## config.mk

```make
export PLATFORM = sky130hd
export DESIGN_NAME = deferred_step_batcher
export DESIGN_NICKNAME = d
export VERILOG_FILES = /design/src/rtl/difftest_step_pkg.sv /design/src/rtl/deferred_step_counter.sv /design/src/rtl/deferred_step_batcher.sv
export SDC_FILE = /design/constraint.sdc
export NUM_CORES = 1
export LEC_CHECK = 0
export BUFFER_PORTS_ARGS = -buffer_cell sky130_fd_sc_hd__buf_2
export CAP_MARGIN = 0
export CORE_ASPECT_RATIO = 1.2
export CORE_MARGIN = 2
export CORE_UTILIZATION = 40
export DETAILED_ROUTE_END_ITERATION = 6
export PLACE_DENSITY_LB_ADDON = 0.25
export SYNTH_ARGS = -nofsm -noshare
export SYNTH_HDL_FRONTEND = slang
export SYNTH_SLANG_ARGS = --single-unit
```

## constraint.sdc

```tcl
create_clock -name clock -period 8.9 [get_ports clock]
set_input_delay 0.445 -clock clock [delete_from_list [all_inputs] [get_ports clock]]
set_output_delay 0.445 -clock clock [all_outputs]
set_load 0.005 [all_outputs]
```

## src/rtl/difftest_step_pkg.sv

```systemverilog
// Shared definitions for the deferred step batcher.
//   state_e      : batcher state (ACCUM collects cycles, HALT stops emission)
//   STEP_WIDTH_DEF: default width of the step count
//   timer_width(): bits needed to hold an idle timer value of TIMEOUT-1
package difftest_step_pkg;

  typedef enum logic {
    ACCUM = 1'b0,
    HALT  = 1'b1
  } state_e;

  localparam int STEP_WIDTH_DEF = 8;

  // clog2(TIMEOUT) bits, never less than 1 (TIMEOUT=1 still needs a flop).
  function automatic int timer_width(input int timeout);
    int w;
    w = $clog2(timeout);
    return (w < 1) ? 1 : w;
  endfunction

endpackage

```

## src/rtl/deferred_step_counter.sv

```systemverilog
// Generic clearable up-counter.
//   clock, reset : clock and synchronous active-high reset
//   clr          : clear to zero (wins over en)
//   en           : increment by one
//   count        : registered count
// SATURATE=1 holds at all-ones, SATURATE=0 wraps.
module deferred_step_counter #(
  parameter int WIDTH    = 8,
  parameter bit SATURATE = 1'b0
) (
  input  logic             clock,
  input  logic             reset,
  input  logic             clr,
  input  logic             en,
  output logic [WIDTH-1:0] count
);

  logic [WIDTH-1:0] count_d, count_q;

  always_comb begin
    count_d = count_q;
    if (clr)
      count_d = '0;
    else if (en && !(SATURATE && (count_q == {WIDTH{1'b1}})))
      count_d = count_q + WIDTH'(1);
  end

  always_ff @(posedge clock) begin
    if (reset) count_q <= '0;
    else       count_q <= count_d;
  end

  assign count = count_q;

endmodule

```

## src/rtl/deferred_step_batcher.sv

```systemverilog
// Batches DUT clock advances into multi-cycle step counts for the host.
//   clock, reset  : clock, synchronous active-high reset
//   cycle_en      : DUT advanced one cycle this clock
//   flush         : emit any pending partial batch now
//   simv_result   : deferred failure raised downstream; halts emission forever
//   step          : one-cycle nonzero pulse carrying the emitted count
//   pending       : accumulated, not-yet-emitted count
//   halted        : block is in HALT
//   dropped       : saturating count of cycle_en seen while halted
//   total_steps   : wrapping sum of all emitted steps
module deferred_step_batcher
  import difftest_step_pkg::*;
#(
  parameter int STEP_WIDTH = STEP_WIDTH_DEF,
  parameter int BATCH      = 64,
  parameter int TIMEOUT    = 256
) (
  input  logic                  clock,
  input  logic                  reset,
  input  logic                  cycle_en,
  input  logic                  flush,
  input  logic                  simv_result,
  output logic [STEP_WIDTH-1:0] step,
  output logic [STEP_WIDTH-1:0] pending,
  output logic                  halted,
  output logic [15:0]           dropped,
  output logic [63:0]           total_steps
);

  localparam int TW = timer_width(TIMEOUT);

  state_e                state_d, state_q;
  logic [STEP_WIDTH-1:0] step_d, step_q;
  logic [63:0]           total_d, total_q;
  logic [STEP_WIDTH-1:0] acc;
  logic [TW-1:0]         timer;
  logic [STEP_WIDTH-1:0] acc_next;
  logic                  acc_nz, emit;
  logic                  acc_clr, acc_inc, tmr_clr, tmr_inc, drop_inc;

  deferred_step_counter #(.WIDTH(STEP_WIDTH), .SATURATE(1'b0)) u_acc (
    .clock(clock), .reset(reset), .clr(acc_clr), .en(acc_inc), .count(acc)
  );

  deferred_step_counter #(.WIDTH(TW), .SATURATE(1'b0)) u_timer (
    .clock(clock), .reset(reset), .clr(tmr_clr), .en(tmr_inc), .count(timer)
  );

  deferred_step_counter #(.WIDTH(16), .SATURATE(1'b1)) u_dropped (
    .clock(clock), .reset(reset), .clr(1'b0), .en(drop_inc), .count(dropped)
  );

  always_comb begin
    // The emitting cycle's own cycle_en is part of the emitted count.
    acc_next = acc + STEP_WIDTH'(cycle_en);
    acc_nz   = (acc_next != '0);
    state_d  = state_q;
    step_d   = '0;
    total_d  = total_q;
    emit     = 1'b0;
    acc_clr  = 1'b0;
    acc_inc  = 1'b0;
    tmr_clr  = 1'b0;
    tmr_inc  = 1'b0;
    drop_inc = 1'b0;
    case (state_q)
      ACCUM: begin
        if (simv_result) begin
          // Failure outranks any emission this cycle; pending work is discarded.
          state_d = HALT;
          acc_clr = 1'b1;
          tmr_clr = 1'b1;
        end else begin
          emit = (acc_next == STEP_WIDTH'(BATCH))
               | (flush & acc_nz)
               | ((timer == TW'(TIMEOUT - 1)) & acc_nz);
          if (emit) begin
            step_d  = acc_next;
            total_d = total_q + 64'(acc_next);
            acc_clr = 1'b1;
            tmr_clr = 1'b1;
          end else begin
            acc_inc = cycle_en;
            tmr_inc = acc_nz;
            tmr_clr = !acc_nz;
          end
        end
      end
      HALT: begin
        acc_clr  = 1'b1;
        tmr_clr  = 1'b1;
        drop_inc = cycle_en;
      end
      default: state_d = HALT;
    endcase
  end

  always_ff @(posedge clock) begin
    if (reset) begin
      state_q <= ACCUM;
      step_q  <= '0;
      total_q <= '0;
    end else begin
      state_q <= state_d;
      step_q  <= step_d;
      total_q <= total_d;
    end
  end

  assign step        = step_q;
  assign pending     = acc;
  assign halted      = (state_q == HALT);
  assign total_steps = total_q;

endmodule

```

Word-level counts from Yosys, hierarchy flattened
Index checks and enable logic that the tools add are counted.

Register bits after elaboration: 105. Latch bits: 0. Bits in writable memories: 0. Memory bits (read-only): 0. Bits of input ports: 5. Output and inout port bits: 97. Logic and storage cells: 44. Memories: 0.

Add/subtract/negate cells: 5. Multiply operators: 0. Div/mod/pow operators: 0. $lt $le $gt $ge: 0. Equality and inequality tests: 3. Shifts and indexed selects: 0. Muxes and demuxes: 15. Bitwise gates (word level): 7. Reduce and logical (&&, ||, !) cells: 8.

Operator list (number): adder 64 x 8 -> 64 bit (1); adder 16 x 1 -> 16 bit (second input constant) (1); adder 8 x 1 -> 8 bit (second input constant) (2); == test 16 bit (second input constant) (1); two-way mux 1 bit (13); adder 8 x 1 -> 8 bit (1); == test 8 x 7 -> 1 bit (second input constant) (1); == test 8 bit (second input constant) (1); nonzero test 8 bit (1); case mux 1 bit (2 select lines) (2); OR reduction 2 bit (2); OR reduction 4 bit (1); NOT 1 bit (3); AND reduction 3 bit (1); bitwise AND 1 bit (2); logical NOT 1 bit (2); OR 1 bit (2); logical AND 1 bit (1).

Longest topological paths before layout
Word-level depth: 9. Mapped depth: 15.

By module
A second synthesis with hierarchy kept.

Cell total of the unflattened synthesis: 667. Area, all modules: 5489.0 µm².

Modules (own cells, without submodules): deferred_step_batcher (times used 1, cells each 481, area each 3873.7 µm², sequential area each 1461.4 µm²); deferred_step_counter at u_dropped (times used 1, cells each 110, area each 924.6 µm², sequential area each 320.3 µm²); deferred_step_counter at u_acc ... (times used 2, cells each 38, area each 345.3 µm², sequential area each 160.2 µm²).

Worst setup path before layout
OpenSTA, ideal clock, no wires.

Path type: in2reg. From: input port cycle_en. To: register total_q[42] (netlist: total_steps[42]). Arrival: 3.001 ns. Required time: 8.768 ns. Setup slack: 5.767 ns. Cell stages on the path: 14. Path through: ha_1 > ha_1 > nand3_1 > nor2_1 > xnor2_1 > inv_1 > ha_1 > o21a_1 > o21a_1 > o32a_1 > nand2_1 > nor4b_1 > a31o_2 > a21oi_1.

Cells in the longest elaborated chain, start to end: 6.

RTL lines: start, declared (RTL line deferred_step_batcher.sv:20) `input logic cycle_en,`; adder 8 x 1 -> 8 bit (*) (RTL line deferred_step_batcher.sv:55) `acc_next = acc + STEP_WIDTH'(cycle_en);`; branches (longest 5 deep; another with adder 64 x 8 -> 64 bit); end signal, assigned (RTL line deferred_step_batcher.sv:106) `total_q <= total_d;`; end, declared (RTL line deferred_step_batcher.sv:34) `logic [63:0] total_d, total_q;`.

Every way passes the cells marked *. A chain may end at the register's enable or synchronous reset.

Worst setup path in the final report
From: register u_acc.count_q[0] (netlist: u_acc.count[0]). To: register total_q[42] (netlist: total_steps[42]).

Cells in the longest elaborated chain, start to end: 6.

RTL lines: start, declared (RTL line deferred_step_counter.sv:18) `logic [WIDTH-1:0] count_d, count_q;`; start signal, assigned (RTL line deferred_step_counter.sv:30) `else count_q <= count_d;`; adder 8 x 1 -> 8 bit (*) (RTL line deferred_step_batcher.sv:55); branches (longest 5 deep; another with adder 64 x 8 -> 64 bit).

Marks and branches as above.

==> metrics.log <==
[metrics] routed via count: between 4000 and 5000
[metrics] number of buffers inserted by post-CTS setup repair: 0
[metrics] category of the worst setup path launch point: flip-flop
[metrics] critical path launch point: u_acc.count[0]$_SDFFE_PP0P_
[metrics] share of async-settable or async-resettable flops after synthesis: 0%
[metrics] Layout Skew: roughly 0.0063 ns
[metrics] Seq pwr share: around half
[metrics] worst-path fanout max: 13
[metrics] number of flops mapped to enable cells by yosys: 0
[metrics] worst reg2reg path depth: 14
[metrics] wire length of the first global-routing pass: 21700 um
[metrics] fill cell total of the finished layout: 1266
[metrics] number of buffers created by CTS: 9
[metrics] Worst Tran Pin Value: just under 0.9 ns
[metrics] WP data arrival: a little over 4 ns
[metrics] worst setup path end: total_steps[42]$_SDFFE_PP0P_
[metrics] average vias per placed instance: approximately 5.5
[metrics] Wirelength per Cell: 15.2 um
[metrics] total overflow reported by the global router: 0
[metrics] result of the run: finished, final reports clean
[metrics] reg-to-reg endpoint: total_steps[42]$_SDFFE_PP0P_
[metrics] total number of nets in the final design: ~730
[metrics] Sw Pwr: just over 200 uW
[metrics] clock slew at reported path FFs: 0.07 ns
[metrics] H-tree Lvls: 3
[metrics] combinational share of power: ~4%
[metrics] final total negative setup slack: 0 ns
[metrics] Die Wd: ~110 um
[metrics] switching share of power: ~22%
[metrics] via count of the first global-routing pass: about 4500
[metrics] Setup-failing EPs final: 0
[metrics] total length of routed wires: about 13000 um
[metrics] commonest non-fill, non-tap cell in the layout: sky130_fd_sc_hd__dfxtp_1
[metrics] post-synthesis sequential area ratio: between 40% and 50%
[metrics] leading cell types in the layout, fill and taps excluded: sky130_fd_sc_hd__dfxtp_1 (105), sky130_fd_sc_hd__buf_2 (101), sky130_fd_sc_hd__nor2_1 (95)
[metrics] Pwr Density: about 150 nW/um2
[metrics] internal power component: 728 uW
[metrics] antenna diode count: 0
[metrics] first-pass detailed-route iteration total: 4
[metrics] primary flip-flop cell chosen by synthesis mapping: sky130_fd_sc_hd__dfxtp_1
[metrics] classification of the worst setup path: reg2reg
[metrics] Final Hold Violating Endpoints: 0
[metrics] Worst R2R Start: u_acc.count[0]$_SDFFE_PP0P_
[metrics] unique cell type count in the Yosys netlist: 52
[metrics] Clock power frac: 45.3%
[metrics] final hold slack: roughly 0.45 ns
[metrics] Slew headroom: around two fifths
[metrics] area growth from synthesis to layout: 18.1%
[metrics] port bufs: 101
[metrics] clock sink total: ~110
[metrics] height of the die: 129 um
[metrics] initial antenna violation count: 0
[metrics] estimated wirelength of the detail-placed design: 9560 um
[metrics] largest net degree at the start of global routing: just over 80
[metrics] CTS tree: yes
[metrics] RSZ-0062 raised after global routing: false
[metrics] master cell of the clock root buffer: sky130_fd_sc_hd__clkbuf_16
[metrics] final clock period utilization by the worst path: between 40% and 50%
[metrics] detailed router's first-iteration violation count: ~250
[metrics] fraction of layout cells with a size suffix above 1: 18.1%
[metrics] quantity of hold-fixing buffers added after cts: 0
[metrics] Leakage Power: about 0.0024 uW
[metrics] Mean Syn Cell Area: between 8 and 9 um2
[metrics] syn nets: around 640
[metrics] crit path time final: 3.88 ns
[metrics] max-slew violation count: 0
[metrics] CTS max path bufs: 2
[metrics] cell area after synthesis: around 5200 um2
[metrics] endpoint type of the worst setup path: flip-flop
[metrics] highest attainable clock frequency: between 200 and 300 MHz
[metrics] total of flip-flops plus latches after synthesis: about 110
[metrics] global placer's final weighted congestion: approximately 0.82
[metrics] post-detailed-route DRC marker count: 0
[metrics] core region area: between 10000 and 15000 um2
[metrics] final core utilization: around 49%
[metrics] Die Outline Area: ~14000 um2
[metrics] number of primary I/O pins: 102
[metrics] synthesized instance count: just over 600
[metrics] GRT Util Overall: around a fifth
[metrics] clock latency at the later pin of the worst-skew pair: around 0.35 ns
[metrics] maximum vdd ir drop: approximately 0.08 mV
[metrics] Cell Rows: 45
[metrics] total of cells resized after clock tree synthesis: 0
[metrics] FF-to-FF setup slack: ~5 ns
[metrics] yosys synthesis warning count: 0
[metrics] count of maximum capacitance violations: 0
[metrics] Initial Utilization: 41.2%
[metrics] number of nets with antenna violations after routing: 0
[metrics] critical path required time: 9.10 ns
[metrics] class of the tightest hold or removal check: in2reg
[metal layers]
layer,global-route usage [%],vias to the layer above,wire [um]
li1,-,2385,-
met1,23.4,2252,5960
met2,33.3,124,6420
met3,4.23,22,699
met4,7.39,0,261
met5,0,-,0
[power by group through the flow]
stage               Clock (uW)  Sequential, uW  Combinational (uW)
floorplan                    0             484                25.5
global placement             0             484                37.1
detailed placement           0             484                37.9
CTS                        429             473                38.0
global route               449             473                41.0
finish                     423             473                37.6
[kinds of logic (layout without fill, tap and decap cells)]
kind of cell / Yosys count / after routing / share of synthesized area, %
buffers and inverters: 41 / 134 / 3.15
AO/OA/AOI/OAI: 82 / 82 / 9.47
multiplexers: 9 / 9 / 1.72
adder cells (fa/ha/maj): 16 / 16 / 3.96
XOR/XNOR: 69 / 69 / 11.7
flip-flops: 105 / 105 / 40.1
AND/OR/NAND/NOR: 298 / 298 / 30.0
[how the worst min path moves through the flow]
stage / start / end / cells past startpoint
2_1_floorplan: u_timer.count[0]$_SDFFE_PP0P_ / u_timer.count[0]$_SDFFE_PP0P_ / 1
3_3_place_gp: u_timer.count[0]$_SDFFE_PP0P_ / u_timer.count[0]$_SDFFE_PP0P_ / 1
3_5_place_dp: u_timer.count[0]$_SDFFE_PP0P_ / u_timer.count[0]$_SDFFE_PP0P_ / 1
4_1_cts: simv_result / halted$_SDFF_PP0_ / 3
5_1_grt: simv_result / halted$_SDFF_PP0_ / 3
6_report: simv_result / halted$_SDFF_PP0_ / 3
[stage by stage]
step	instance area (um2)	power, uW	cells	setup slack, ns
6_report	6200	934	877	5.02
5_1_grt	6200	963	877	4.50
4_1_cts	6200	940	877	5.03
3_5_place_dp	5880	522	861	4.84
3_3_place_gp	5880	521	861	5.01
2_1_floorplan	5250	510	620	5.77
[sequential cells by signal, indices dropped and copies added (netlist names)]
signal and count:
u_acc.count 8, total_steps 64, u_dropped.count 16, halted 1, u_timer.count 8, step 8
[layout make-up]
cell class	instances	area, um2	share of cell area, %
clock buffer	11	233	3.76
inverter	14	52.6	0.848
timing repair buffer	104	528	8.52
multi-input combinational	474	3000	48.3
tap	164	205	3.31
clock inverter	5	80.1	1.29
sequential	105	2100	33.9
[synth_stat cells, drive strengths merged (2+ instances only)]
cell type	number	area, um2
dfxtp	105	2100
nor2	95	357
xnor2	48	428
nand2	34	128
nand3	33	170
a21oi	32	160
nand4	25	156
o21ai	23	115
and3	22	138
clkbuf	21	78.8
or3	21	131
xor2	21	184
nor4	19	134
ha	15	188
inv	14	52.6
nor3	10	61.3
and4	9	78.8
mux2i	9	90.1
and2	7	43.8
buf	6	33.8
nor4b	6	52.6
or4	6	45.0
o21a	5	37.5
o31ai	5	37.5
nor2b	4	25.0
or2	3	18.8
a211oi	2	15.0
a21o	2	15.0
a31o	2	17.5
a31oi	2	12.5
[worst max-delay path, stage by stage (launching register included)]
cell and delay [ns]:
sky130_fd_sc_hd__dfxtp_1 0.45, sky130_fd_sc_hd__ha_1 0.20, sky130_fd_sc_hd__ha_1 0.22, sky130_fd_sc_hd__nand3_1 0.13, sky130_fd_sc_hd__nor2_1 0.15, sky130_fd_sc_hd__xnor2_1 0.22
sky130_fd_sc_hd__inv_1 0.11, sky130_fd_sc_hd__ha_1 0.33, sky130_fd_sc_hd__o21a_1 0.13, sky130_fd_sc_hd__o21a_1 0.10, sky130_fd_sc_hd__o32a_1 0.25, sky130_fd_sc_hd__nand2_1 0.32
sky130_fd_sc_hd__nor4b_1 0.81, sky130_fd_sc_hd__a31o_2 0.25, sky130_fd_sc_hd__a21oi_1 0.05
Power figures use the tool's default switching activity.
